## src/rtl/fios_pkg.sv

```systemverilog
// Shared widths, DSP OPMODE encodings, FSM state and bus payload types
// for the FIOS processing-element sequencer.
package fios_pkg;

  localparam int unsigned WORD_W   = 17;
  localparam int unsigned P_W      = 34;
  localparam int unsigned OPMODE_W = 9;

  localparam logic [OPMODE_W-1:0] ZERO  = 9'b00_000_00_00;
  localparam logic [OPMODE_W-1:0] FIRST = 9'b11_000_01_01;
  localparam logic [OPMODE_W-1:0] ACC   = 9'b11_110_01_01;
  localparam logic [OPMODE_W-1:0] HOLD  = 9'b00_000_00_10;

  typedef enum logic [1:0] {
    IDLE  = 2'd0,
    RUN   = 2'd1,
    DRAIN = 2'd2
  } fios_state_e;

  typedef struct packed {
    logic                creg_en;
    logic [OPMODE_W-1:0] opmode;
    logic [WORD_W-1:0]   c_word;
  } fios_ctrl_t;

  typedef struct packed {
    logic valid;
    logic last;
  } fios_tag_t;

endpackage

```

## src/rtl/fios_delay_line.sv

```systemverilog
// Fixed-latency shift register with synchronous active-high clear.
// DEPTH of 0 degenerates to a plain wire.
module fios_delay_line #(
  parameter int unsigned DEPTH = 1,
  parameter int unsigned WIDTH = 1
) (
  input  logic             clock_i,
  input  logic             reset_i,
  input  logic [WIDTH-1:0] din,
  output logic [WIDTH-1:0] dout
);

  if (DEPTH == 0) begin : g_wire
    assign dout = din;
  end else begin : g_regs
    logic [WIDTH-1:0] stage [DEPTH];

    always_ff @(posedge clock_i) begin
      if (reset_i) begin
        for (int i = 0; i < int'(DEPTH); i++) stage[i] <= '0;
      end else begin
        stage[0] <= din;
        for (int i = 1; i < int'(DEPTH); i++) stage[i] <= stage[i-1];
      end
    end

    assign dout = stage[DEPTH-1];
  end

endmodule

```

## src/rtl/fios_pe_seq.sv

```systemverilog
// Row sequencer driving a pipelined DSP slice for one FIOS multiply-accumulate row.
// Define FIOS_PE_SEQ_ASSERT_EN to compile in protocol assertions.
module fios_pe_seq
  import fios_pkg::*;
#(
  parameter int unsigned ABREG      = 1,
  parameter int unsigned MREG       = 1,
  parameter int unsigned WORD_COUNT = 4
) (
  input  logic                clock_i,
  input  logic                reset_i,
  input  logic                start_i,
  input  logic [WORD_W-1:0]   a_word_i,
  input  logic                in_valid_i,
  output logic                in_ready_o,
  input  logic [WORD_W-1:0]   b_word_i,
  input  logic [WORD_W-1:0]   c_word_i,
  output logic [WORD_W-1:0]   A_o,
  output logic [WORD_W-1:0]   B_o,
  output logic [P_W-1:0]      C_o,
  output logic [OPMODE_W-1:0] OPMODE_o,
  output logic                CREG_en_o,
  input  logic [P_W-1:0]      P_i,
  output logic                res_valid_o,
  output logic [WORD_W-1:0]   res_word_o,
  output logic                res_last_o,
  output logic [WORD_W-1:0]   res_carry_o,
  output logic                busy_o,
  output logic                done_o
);

  localparam int unsigned DSP_REG_LEVEL = 1 + ABREG + MREG;
  localparam int unsigned CTRL_DLY      = ABREG + MREG - 1;
  localparam int unsigned CNT_W         = $clog2(WORD_COUNT + 1);

  fios_state_e        state;
  logic [CNT_W-1:0]   issue_cnt;
  logic [WORD_W-1:0]  a_q;
  logic               ready_q;
  logic               busy_q;
  logic               issue;
  logic               issue_last;
  fios_ctrl_t         ctrl_in;
  fios_ctrl_t         ctrl_dly;
  fios_tag_t          tag_in;
  fios_tag_t          tag_dly;

  assign issue      = in_valid_i & ready_q;
  assign issue_last = issue & (issue_cnt == CNT_W'(WORD_COUNT - 1));

  // Row FSM; ready/busy are registered alongside the state
  always_ff @(posedge clock_i) begin
    if (reset_i) begin
      state     <= IDLE;
      issue_cnt <= '0;
      a_q       <= '0;
      ready_q   <= 1'b0;
      busy_q    <= 1'b0;
    end else begin
      case (state)
        IDLE: begin
          if (start_i) begin
            state     <= RUN;
            issue_cnt <= '0;
            a_q       <= a_word_i;
            ready_q   <= 1'b1;
            busy_q    <= 1'b1;
          end
        end
        RUN: begin
          if (issue) begin
            issue_cnt <= issue_cnt + CNT_W'(1);
            if (issue_last) begin
              state   <= DRAIN;
              ready_q <= 1'b0;
            end
          end
        end
        DRAIN: begin
          if (tag_dly.valid && tag_dly.last) begin
            state  <= IDLE;
            busy_q <= 1'b0;
          end
        end
        default: begin
          state   <= IDLE;
          ready_q <= 1'b0;
          busy_q  <= 1'b0;
        end
      endcase
    end
  end

  // Bubbles hold P so the running carry survives a stall
  always_comb begin
    ctrl_in = '{creg_en: 1'b0, opmode: ZERO, c_word: '0};
    if (issue) begin
      ctrl_in.creg_en = 1'b1;
      ctrl_in.opmode  = (issue_cnt == '0) ? FIRST : ACC;
      ctrl_in.c_word  = c_word_i;
    end else if (state != IDLE) begin
      ctrl_in.opmode  = HOLD;
    end
  end

  assign tag_in = '{valid: issue, last: issue_last};

  fios_delay_line #(
    .DEPTH (CTRL_DLY),
    .WIDTH ($bits(fios_ctrl_t))
  ) u_ctrl_dly (
    .clock_i (clock_i),
    .reset_i (reset_i),
    .din     (ctrl_in),
    .dout    (ctrl_dly)
  );

  fios_delay_line #(
    .DEPTH (DSP_REG_LEVEL),
    .WIDTH ($bits(fios_tag_t))
  ) u_res_dly (
    .clock_i (clock_i),
    .reset_i (reset_i),
    .din     (tag_in),
    .dout    (tag_dly)
  );

  assign in_ready_o = ready_q;
  assign busy_o     = busy_q;
  assign A_o        = issue ? a_q : '0;
  assign B_o        = issue ? b_word_i : '0;

  // Trailing HOLD slots from the drain are masked once the row is closed
  assign OPMODE_o   = (state == IDLE) ? ZERO : ctrl_dly.opmode;
  assign CREG_en_o  = (state != IDLE) & ctrl_dly.creg_en;
  assign C_o        = (state == IDLE) ? '0 : P_W'(ctrl_dly.c_word);

  assign res_valid_o = tag_dly.valid;
  assign res_last_o  = tag_dly.valid & tag_dly.last;
  assign done_o      = tag_dly.valid & tag_dly.last;
  assign res_word_o  = tag_dly.valid ? P_i[WORD_W-1:0] : '0;
  assign res_carry_o = (tag_dly.valid && tag_dly.last) ? P_i[P_W-1:WORD_W] : '0;

`ifdef FIOS_PE_SEQ_ASSERT_EN
  logic [CNT_W-1:0] res_cnt;

  always_ff @(posedge clock_i) begin
    if (reset_i) begin
      res_cnt <= '0;
    end else begin
      if (res_valid_o) res_cnt <= res_last_o ? '0 : res_cnt + CNT_W'(1);
      assert (OPMODE_o == ZERO || OPMODE_o == FIRST || OPMODE_o == ACC || OPMODE_o == HOLD);
      assert (!res_valid_o || res_cnt < CNT_W'(WORD_COUNT));
      assert (!res_last_o || res_cnt == CNT_W'(WORD_COUNT - 1));
      assert (!res_valid_o || res_last_o || res_cnt != CNT_W'(WORD_COUNT - 1));
      assert (!in_ready_o || state == RUN);
    end
  end
`endif

endmodule

```

## config.mk

```make
export PLATFORM = sky130hd
export DESIGN_NAME = fios_pe_seq
export DESIGN_NICKNAME = d
export VERILOG_FILES = /design/src/rtl/fios_pkg.sv /design/src/rtl/fios_delay_line.sv /design/src/rtl/fios_pe_seq.sv
export SDC_FILE = /design/constraint.sdc
export NUM_CORES = 1
export LEC_CHECK = 0
export CAP_MARGIN = 30
export CORE_ASPECT_RATIO = 1.2
export CORE_MARGIN = 5
export CORE_UTILIZATION = 35
export CTS_CLUSTER_DIAMETER = 80
export CTS_CLUSTER_SIZE = 25
export DETAILED_ROUTE_END_ITERATION = 8
export HOLD_SLACK_MARGIN = 0.15
export PLACE_DENSITY = 0.87
export SLEW_MARGIN = 20
export SYNTH_ARGS = -nofsm -noshare
export SYNTH_HDL_FRONTEND = slang
export SYNTH_SLANG_ARGS = --single-unit
export TNS_END_PERCENT = 5
```

## constraint.sdc

```tcl
create_clock -name clock_i -period 2.48 [get_ports clock_i]
set_input_delay 0.496 -clock clock_i [delete_from_list [all_inputs] [get_ports clock_i]]
set_output_delay 0.496 -clock clock_i [all_outputs]
set_load 0.02 [all_outputs]
```

==> summary.md, run 1 <==
| Metric | Value |
|---|---|
| Initial Utilization | 35.87% |
| CTS tree | built |
| Synth Flop Type | dfxtp_1 |
| Yosys top cell by area | dfxtp_1 |
| Skew-Pair Late Insertion Delay | 0.30 ns |
| Cell count after synthesis | 299 |
| Cells along the critical path | clkdlybuf4s50_1 -> buf_12 -> and3_1 -> clkdlybuf4s50_1 |
| Post-synth top area share | around 40% |
| Initial antenna violation count | 0 |
| Pleak | 2.274 nW |
| Sum Neg Setup Slack | 0 ns |
| Reg-to-Reg Start | state[0] |
| Worst path slowest cell | clkdlybuf4s50_1 |
| FFs w/ async S/R, synth | 0% |
| Layout cells sized above 1 | approximately 5.3% |
| Cell Rows | 33 |
| Ys Warns | 0 |
| H-tree Lvls | 2 |
| Crit path depth | 4 |
| DRT Wirelength | between 9000 and 10000 um |
| # diodes | 0 |
| Achievable clock frequency | just over 400 MHz |
| DRC | 0 |
| Worst slack at placement | -0.01042 ns |
| Detail Route Antenna Nets | 0 |
| CTS Root Cell | clkbuf_8 |
| Post-synth EDFFs | 0 |
| GPL Wtd Cong | 0.8030 |
| Critical Path Fanout Max | 38 |
| Fin nets | 565 |
| Launch point of the worst path | in_valid_i |
| Pins Over Slew Limit | 0 |
| Top cells by area, synth | dfxtp_1 (40%), and3_1 (13%), and2_1 (9.4%) |
| Max stage delay on crit path | 0.60 ns |
| IO Port Bufs | 186 |
| Most frequent cell after synthesis | and3_1 |
| CTS max path bufs | 2 |
| Seq cells post-synth | 49 |
| Die H | 101.8 um |
| CP Launch Type | input pin |
| Final setup fails | 0 |
| Reg2reg end | issue_cnt[1] |
| Multi-input logic area | 1220 um2 |
| DP HPWL | roughly 7000 um |
| Die area | 8808 um2 |
| Worst Path Required | 1.98 ns |
| Crit Path Category | input pin to primary output |
| CP dominant cell by count | clkdlybuf4s50_1 |
| Clk slew on worst S/H paths | 0.09 ns |
| Final instance area | 4436 um2 |
| Tcrit/Tclk final | 99.67% |
| DR iter-0 viols | 77 |
| Final setup margin | 0.008174 ns |
| Largest net degree at the start of global routing | 39 |
| Ports | a little over 200 |
| CP Capture Type | primary output |
| Tmin final | between 2 and 2.5 ns |
| Unique masters post-synth | 28 |
| Postcts setup bufs | 0 |
| Vias in the first global route | 2460 |
| Sequential share of the synthesized area | 39.90% |
| Die span in x | 86.51 um |
| Via Count | 2613 |
| FILL cells | 604 |
| Total chip power | 0.001666 W |
| Area Growth Syn to Fin | 80.41% |
| R2R depth | 4 |
| Maxcap violations | 0 |
| FF-to-FF setup slack | 1.14 ns |
| Buf+Inv Stages, Crit Path | 3 |
| Worst hold slack | 0.4471 ns |
| Vias per Instance | roughly 4.7 |
| Core area | approximately 7000 um2 |
| Worst setup path end | B_o[1] |
| Status | finished, final reports clean |
| DR WL/cell | 16.10 um |
| First-pass GRT wire length | 12630 um |
| Syn Area/Cell | 8.223 um2 |
| Top post-synthesis cells by count | and3_1 (51), dfxtp_1 (49), and2_1 (37), nand2_1 (37) |
| GRT Util Overall | a little under a fifth |
| CTS sink count | a little under 50 |
| DR pass1 iterations | 4 |
| GRT Residual Overflow | 0 |
| Sequential cell area | 982.2 um2 |
| Placed Area | 4277 um2 |
| Worst vdd ir | approximately 0.42 mV |
| CTS Buf Count | 5 |
| Synthesized area | 2459 um2 |
| Critical path arrival | around 2.0 ns |
| PD cells | around 380 nW/um2 |
| Skew final | 0.008273 ns |
| Crit path max-delay family | buffers and inverters |
| Hold Fails Final Rpt | 0 |
| Hold crit path type | flip-flop to flip-flop |
## sequential cells by signal, indices dropped and copies added, names as in the netlist
signal	count
u_ctrl_dly.g_regs.stage	19
a_q	17
u_res_dly.g_regs.stage	6
issue_cnt	3
state	2
busy_o	1
in_ready_o	1
## cell families (layout without fill, tap and decap cells)
logic type	after synthesis	count (layout)	share of synthesized area [%]
AOI/OAI and AO/OA	30	30	6.515
DFF	49	49	39.90
other	1	19	0.1525
and+or+nand+nor	164	164	38.47
buffers and inverters	52	209	13.43
adders and majority gates	3	3	1.527
## how the worst min path moves through the flow
stage                                      start                      endpoint  slack [ns]  cells after the start
finish              u_res_dly.g_regs.stage[0][3]  u_res_dly.g_regs.stage[0][5]        0.45                      1
global route        u_res_dly.g_regs.stage[0][0]  u_res_dly.g_regs.stage[0][2]        0.47                      1
CTS                 u_res_dly.g_regs.stage[0][2]  u_res_dly.g_regs.stage[0][4]        0.45                      1
detailed placement  u_res_dly.g_regs.stage[0][2]  u_res_dly.g_regs.stage[0][4]        0.43                      1
global placement    u_res_dly.g_regs.stage[0][3]  u_res_dly.g_regs.stage[0][5]        0.42                      1
floorplan           u_res_dly.g_regs.stage[0][0]  u_res_dly.g_regs.stage[0][2]        0.41                      1
## layout by cell type (no fill, tap or decap)
cell type and count:
inv_1 4, nand2_1 37, dlymetal6s2s_1 24, nor2b_1 24
nor2_1 2, and3_1 51, dfxtp_2 1, a211oi_1 1
or3b_4 1, clkbuf_8 5, a21oi_1 24, a31oi_1 1
o21ai_0 2, nand4b_1 3, inv_6 1, or2_0 1
buf_12 1, clkdlybuf4s50_1 161, nand2b_1 1, nor2b_2 1
clkinvlp_4 1, clkinv_4 1, nor3b_4 1, nand3_1 3
a21oi_2 1, conb_1 19, nor2_2 1, and2_1 37
nor3_1 1, ha_1 3, buf_4 10, dfxtp_1 48
dlygate4sd2_1 1, o21bai_1 1
## timing repair
action | 4_1_cts | 5_1_grt
cloned | 0 | 0
gates resized for setup | 3 | 25
hold buffers | 0 | 0
endpoints found under the setup margin | 20 | 25
endpoints found under the hold margin | 0 | 0
## metal layers
layer	track usage, %	share of wire (%)	up-vias
met1	21.18	36	1188
met5	0	0	-
met4	7.194	3.0	0
met3	8.952	13	19
li1	-	-	1273
met2	30.21	48	133
## per-stage QoR
| step | std cells | util, % |
|---|---|---|
| 6_report | 561 | 64.71 |
| 5_1_grt | 561 | 64.71 |
| 4_1_cts | 561 | 63.80 |
| 3_5_place_dp | 553 | 62.40 |
| 3_3_place_gp | 553 | 62.40 |
| 2_1_floorplan | 317 | - |
## layout make-up
type | instances | area share (%)
clock buffer | 5 | 1.551
clock inverter | 3 | 0.5642
inverter | 4 | 0.3385
multi-input combinational | 216 | 27.50
sequential | 49 | 22.14
tap | 87 | 2.454
timing repair buffer | 197 | 45.44
## power breakdown
part	internal [W]	switching [W]
combinational	0.000201	0.000158
sequential	0.000814	0.0000124
clock	0.000204	0.000276
total	0.00122	0.000447
No activity file was read; power rests on OpenSTA's default activity.
==> inputs of run 2 (changes only) <==
CORE_UTILIZATION = 36   (was 35)
CTS_BUF_LIST = sky130_fd_sc_hd__clkbuf_2 sky130_fd_sc_hd__clkbuf_4 sky130_fd_sc_hd__clkbuf_8   (was not set)
PLACE_DENSITY = 0.89   (was 0.87)
==> summary.md, run 2 (synthesis results as in run 1) <==
| Metric | Value |
|---|---|
| Largest reg by FF count | u_ctrl_dly.g_regs.stage (unchanged) |
| Via Count | 2524 (was 2613) |
| Die span in x | 85.44 um (was 86.51 um) |
| Initial Utilization | 36.53% (was 35.87%) |
| Final setup margin | 0.02035 ns (was 0.008174 ns) |
| Maxcap violations | 0 (unchanged) |
| Cell Rows | 33 (unchanged) |
| Clk slew on worst S/H paths | 0.09 ns (about the same) |
| Vias per Instance | 4.507 (was 4.658) |
| Die H | 100.5 um (was 101.8 um) |
| DP HPWL | 7210 um (was 7001 um) |
| RSZ-0062 raised after global routing | no |
| Crit Path Category | input pin to primary output (unchanged) |
| Detail Route Antenna Nets | 0 (unchanged) |
| Commonest non-fill, non-tap cells in the layout | clkdlybuf4s50_1 (168), and3_1 (51), dfxtp_1 (49) (was clkdlybuf4s50_1 (161), and3_1 (51), dfxtp_1 (48)) |
| Worst Path Required | 1.98 ns (about the same) |
| Pins Over Slew Limit | 0 (unchanged) |
| Die area | 8589 um2 (was 8808 um2) |
| Tcrit/Tclk final | 99.18% (was 99.67%) |
| PD cells | 372.2 nW/um2 (was 375.5 nW/um2) |
| Min-delay src | u_res_dly.g_regs.stage[0][0] (was u_res_dly.g_regs.stage[0][3]) |
| Comb pwr share | 21.6% (about the same) |
| GPL Wtd Cong | 0.8183 (was 0.8030) |
| Clock group share of total power | 27.8% (was 28.8%) |
| Pleak | 2.125 nW (was 2.274 nW) |
| CP Launch Type | input pin (unchanged) |
| Psw | 0.0004285 W (was 0.0004468 W) |
| Skew final | 0.001597 ns (was 0.008273 ns) |
| Largest register FFs | 19 (unchanged) |
| CP Capture Type | primary output (unchanged) |
| Placed Area | 4282 um2 (was 4277 um2) |
| CTS Buf Count | 5 (unchanged) |
| Core area | 6730 um2 (was 6854 um2) |
| Worst Hold Depth | 1 (unchanged) |
| Fin nets | 564 (was 565) |
| CTS Root Cell | clkbuf_8 (unchanged) |
| DR pass1 iterations | 4 (unchanged) |
| Hold Fails Final Rpt | 0 (unchanged) |
| CTS max path bufs | 2 (unchanged) |
| Hold EP | u_res_dly.g_regs.stage[0][2] (was u_res_dly.g_regs.stage[0][5]) |
| Final instance area | 4410 um2 (was 4436 um2) |
| Final setup fails | 0 (unchanged) |
| DRT Wirelength | 9015 um (was 9031 um) |
| Most common cell after layout, fill and taps aside | clkdlybuf4s50_1 (unchanged) |
| Skew-Pair Late Insertion Delay | 0.29 ns (was 0.30 ns) |
| R2R depth | 4 (unchanged) |
| Vias in the first global route | 2371 (was 2460) |
| Worst vdd ir | 0.4551 mV (was 0.4151 mV) |
| Status | finished, final reports clean (unchanged) |
| GRT Util Overall | 19.57% (was 18.63%) |
| Ports | 206 (unchanged) |
| Initial antenna violation count | 0 (unchanged) |
| DR iter-0 viols | 43 (was 77) |
| Reg power frac | 50.5% (was 49.6%) |
| # diodes | 0 (unchanged) |
| Tmin final | 2.460 ns (was 2.472 ns) |
| DR WL/cell | 16.10 um (about the same) |
| Sum Neg Setup Slack | 0 ns (unchanged) |
| FILL cells | 569 (was 604) |
| Total chip power | 0.001642 W (was 0.001666 W) |
| Critical path arrival | 1.96 ns (was 1.98 ns) |
| Reg2reg end | issue_cnt[1] (unchanged) |
| DRC | 0 (unchanged) |
| Postcts setup bufs | 0 (unchanged) |
| Reg-to-Reg Start | state[1] (was state[0]) |
| First-pass GRT wire length | 13030 um (was 12630 um) |
| Critical Path Fanout Max | 38 (unchanged) |
| CTS sink count | 49 (unchanged) |
| FF-to-FF setup slack | 1.15 ns (was 1.14 ns) |
| Power Internal | 0.001213 W (was 0.001219 W) |
| H-tree Lvls | 2 (unchanged) |
| Largest net degree at the start of global routing | 39 (unchanged) |
| Achievable clock frequency | 406.6 MHz (was 404.6 MHz) |
| Worst hold slack | 0.4431 ns (was 0.4471 ns) |
| Worst slack at placement | -0.02639 ns (was -0.01042 ns) |
| Area Growth Syn to Fin | 79.39% (was 80.41%) |
| GRT Residual Overflow | 0 (unchanged) |
| Layout cells sized above 1 | 4.440% (was 5.274%) |
| Hold crit path type | flip-flop to flip-flop (unchanged) |
| CTS tree | built (unchanged) |
| Biggest regs | u_ctrl_dly.g_regs.stage (19), a_q (17), u_res_dly.g_regs.stage (6) (unchanged) |
| IO Port Bufs | 186 (unchanged) |
| Sw frac | 26.10% (was 26.83%) |
## run 2: cell count changes in the layout (fill, tap and decap cells not counted), sizes merged
cell / delta
buf: -1
clkdlybuf4s50: +7
clkinv: -1
inv: -1
clkinvlp: +2
dlymetal6s2s: -8
dlygate4sd2: +1
## run 2: layer usage
metal | wire [um] | global-route usage (%) | vias to the layer above
met5 | 0 | 0 | -
met4 | 89 | 3.654 | 0
met3 | 1694 | 15.70 | 7
met2 | 4166 | 31.94 | 126
met1 | 3064 | 19.75 | 1120
li1 | - | - | 1271
## run 2: worst max path at each step
stage                          start           to  slack [ns]  cells past startpoint
after floorplan             state[0]  OPMODE_o[6]        0.69                      5
final                     in_valid_i       B_o[9]        0.02                      4
after detailed placement  in_valid_i       B_o[5]       -0.03                      4
after CTS                 in_valid_i       A_o[5]       0.005                      4
after global routing      in_valid_i       B_o[2]       0.002                      4
after global placement    in_valid_i      B_o[16]        0.04                      4
## run 2: stage by stage
| stage | util, % | std cells |
|---|---|---|
| 5_1_grt | 65.53 | 560 |
| 3_3_place_gp | 63.62 | 552 |
| 2_1_floorplan | - | 317 |
| 3_5_place_dp | 63.62 | 552 |
| 4_1_cts | 64.94 | 560 |
| 6_report | 65.53 | 560 |
## run 2: worst max-delay path: stages
cell             delay [ns]
clkdlybuf4s50_1        0.50
buf_12                 0.18
and3_1                 0.17
clkdlybuf4s50_1        0.61
## run 2: power groups by stage
stage / logic [W] / clock network [W] / registers (W)
after global routing: 0.000383 / 0.000497 / 0.000833
after CTS: 0.000359 / 0.000470 / 0.000830
after detailed placement: 0.000357 / 0 / 0.000848
after floorplan: 0.000174 / 0 / 0.000845
after global placement: 0.000350 / 0 / 0.000847
final: 0.000355 / 0.000457 / 0.000830
## run 2: layout make-up
type	instances	area [um2]	share of cell area, %
flip-flops and latches	49	980.9	22.24
inverters	4	15.01	0.3404
repair buffers	196	1999	45.33
clock buffers	5	68.82	1.560
multi-input cells	216	1215	27.55
well taps	87	108.9	2.468
clock inverters	3	22.52	0.5106
## run 2: timing repair
| item | in CTS | in global routing |
|---|---|---|
| setup endpoints to repair | 2 | 16 |
| resized for setup | 2 | 16 |
| hold buffers | 0 | 0 |
| pin swaps | 0 | 0 |
==> inputs of run 3 (changes only) <==
PLACE_DENSITY = 0.87   (was 0.89)
SETUP_SLACK_MARGIN = 0.5   (was not set)
SLEW_MARGIN = not set   (was 20)
==> summary.md, run 3 (synthesis results as in run 1) <==
| Metric | Value |
|---|---|
| Postcts setup bufs | 0 (unchanged) |
| Hold crit path type | flip-flop to flip-flop (unchanged) |
| DR iter-0 viols | 93 (was 43) |
| # diodes | 0 (unchanged) |
| GRT busiest layer | met2 (unchanged) |
| Placed cells | 553 (was 552) |
| Final instance area | 4383 um2 (was 4410 um2) |
| CTS sink count | 49 (unchanged) |
| R2R depth | 4 (unchanged) |
| Skew-Pair Late Insertion Delay | 0.30 ns (was 0.29 ns) |
| CP Launch Type | input pin (unchanged) |
| DRC | 0 (unchanged) |
| CTS Buf Count | 5 (unchanged) |
| Largest net degree at the start of global routing | 37 (was 39) |
| Die H | 100.5 um (unchanged) |
| Critical Path Fanout Max | 1 (was 38) |
| Placed Area | 4289 um2 (was 4282 um2) |
| Hold-fix buffers, CTS | 0 (unchanged) |
| Largest register FFs | 19 (unchanged) |
| DP HPWL | 7489 um (was 7210 um) |
| Worst setup path end | res_word_o[1] (was B_o[9]) |
| Worst hold slack | 0.4417 ns (was 0.4431 ns) |
| Crit Path Category | input pin to primary output (unchanged) |
| Vias per Instance | 4.655 (was 4.507) |
| Grt met3 use | 12.51% (was 15.70%) |
| Critical path arrival | 1.76 ns (was 1.96 ns) |
| Worst vdd ir | 0.2646 mV (was 0.4551 mV) |
| Core area | 6730 um2 (unchanged) |
| First-pass GRT wire length | 13570 um (was 13030 um) |
| DR pass1 iterations | 4 (unchanged) |
| Final setup fails | 0 (unchanged) |
| Fin nets | 566 (was 564) |
| Reg-to-Reg Start | state[1] (unchanged) |
| Via Count | 2616 (was 2524) |
| Initial antenna violation count | 0 (unchanged) |
| FF-to-FF setup slack | 1.13 ns (was 1.15 ns) |
| GR Util met2 | 34.03% (was 31.94%) |
| Die area | 8589 um2 (unchanged) |
| Most common cell after layout, fill and taps aside | clkdlybuf4s50_1 (unchanged) |
| Multi-input logic area | 1217 um2 (was 1215 um2) |
| RSZ-0062 raised after global routing | yes (was no) |
| Non-Filler Instances | 562 (was 560) |
| CTS tree | built (unchanged) |
| Clk slew on worst S/H paths | 0.09 ns (about the same) |
| Pins Over Slew Limit | 0 (unchanged) |
| IO Port Bufs | 186 (unchanged) |
| Worst Path Required | 1.98 ns (about the same) |
| Pleak | 2.147 nW (was 2.125 nW) |
| DRT Wirelength | 9640 um (was 9015 um) |
| GRT Util Overall | 20.78% (was 19.57%) |
| Biggest regs | u_ctrl_dly.g_regs.stage (19), a_q (17), u_res_dly.g_regs.stage (6) (unchanged) |
| FILL cells | 581 (was 569) |
| CTS max path bufs | 2 (unchanged) |
| Tmin final | 2.257 ns (was 2.460 ns) |
| DR WL/cell | 17.15 um (was 16.10 um) |
| Vias in the first global route | 2525 (was 2371) |
| Launch point of the worst path | P_i[1] (was in_valid_i) |
| PD cells | 387.8 nW/um2 (was 372.2 nW/um2) |
| Commonest non-fill, non-tap cells in the layout | clkdlybuf4s50_1 (134), and3_1 (51), dfxtp_1 (47), dlygate4sd2_1 (47) (was clkdlybuf4s50_1 (168), and3_1 (51), dfxtp_1 (49)) |
| Reg2reg end | issue_cnt[1] (unchanged) |
| Cell Rows | 33 (unchanged) |
| Status | finished, final reports clean (unchanged) |
| CTS Root Cell | clkbuf_8 (unchanged) |
| GPL Wtd Cong | 0.8454 (was 0.8183) |
| Ports | 206 (unchanged) |
| Total chip power | 0.001700 W (was 0.001642 W) |
| CP Capture Type | primary output (unchanged) |
| Achievable clock frequency | 443.1 MHz (was 406.6 MHz) |
| Tcrit/Tclk final | 91.00% (was 99.18%) |
| GRT met1 Usage | 22.53% (was 19.75%) |
| Skew final | 0.008425 ns (was 0.001597 ns) |
| H-tree Lvls | 2 (unchanged) |
| Initial Utilization | 36.53% (unchanged) |
| Final core occ | 65.12% (was 65.53%) |
| Maxcap violations | 0 (unchanged) |
| Sequential cell area | 983.4 um2 (was 980.9 um2) |
| Largest reg by FF count | u_ctrl_dly.g_regs.stage (unchanged) |
| Layout cells sized above 1 | 5.895% (was 4.440%) |
| Area Growth Syn to Fin | 78.27% (was 79.39%) |
| Die span in x | 85.44 um (unchanged) |
| Hold Fails Final Rpt | 0 (unchanged) |
| Detail Route Antenna Nets | 0 (unchanged) |
| GRT Residual Overflow | 0 (unchanged) |
## run 3: worst max-delay path, cell delays in order
cell             delay, ns
clkdlybuf4s50_1       0.47
and2_1                0.13
clkdlybuf4s50_1       0.66
## run 3: worst min path at each step
stage	from	end	slack, ns	cells past startpoint
floorplan	u_res_dly.g_regs.stage[0][0]	u_res_dly.g_regs.stage[0][2]	0.41	1
global placement	u_res_dly.g_regs.stage[0][2]	u_res_dly.g_regs.stage[0][4]	0.42	1
detailed placement	u_res_dly.g_regs.stage[0][0]	u_res_dly.g_regs.stage[0][2]	0.43	1
CTS	u_res_dly.g_regs.stage[0][2]	u_res_dly.g_regs.stage[0][4]	0.44	1
global route	u_res_dly.g_regs.stage[0][2]	u_res_dly.g_regs.stage[0][4]	0.45	1
finish	u_res_dly.g_regs.stage[0][2]	u_res_dly.g_regs.stage[0][4]	0.44	1
## run 3: timing repair
item,CTS,global route
gates cloned,1,0
resized for setup,55,5
endpoints found under the setup margin,97,80
endpoints found under the hold margin,0,0
## run 3: where the power goes
| group | internal (W) | switching, W | leakage (nW) |
|---|---|---|---|
| combinational | 0.000201 | 0.000159 | 1.69 |
| clock | 0.000252 | 0.000258 | 0.0542 |
| sequential | 0.000815 | 0.0000149 | 0.400 |
## run 3: layer usage
layer / part of all wire, % / wire length (um)
met3: 15 / 1438
met4: 1.5 / 147
met1: 37 / 3573
met5: 0 / 0
met2: 46 / 4481
## run 3: final cells by class
| type | instances | area share [%] |
|---|---|---|
| multi-input cells | 216 | 27.78 |
| clock buffers | 7 | 2.198 |
| well taps | 87 | 2.484 |
| flip-flops and latches | 49 | 22.44 |
| clock inverters | 1 | 0.1142 |
| repair buffers | 198 | 44.65 |
| inverters | 4 | 0.3426 |
## run 3: through the flow
stage	setup TNS, ns	worst slack (ns)
finish	0	0.2233
global route	0	0.1798
CTS	0	0.2323
detailed placement	-0.01401	-0.008785
global placement	0	0.01927
floorplan	0	0.6948
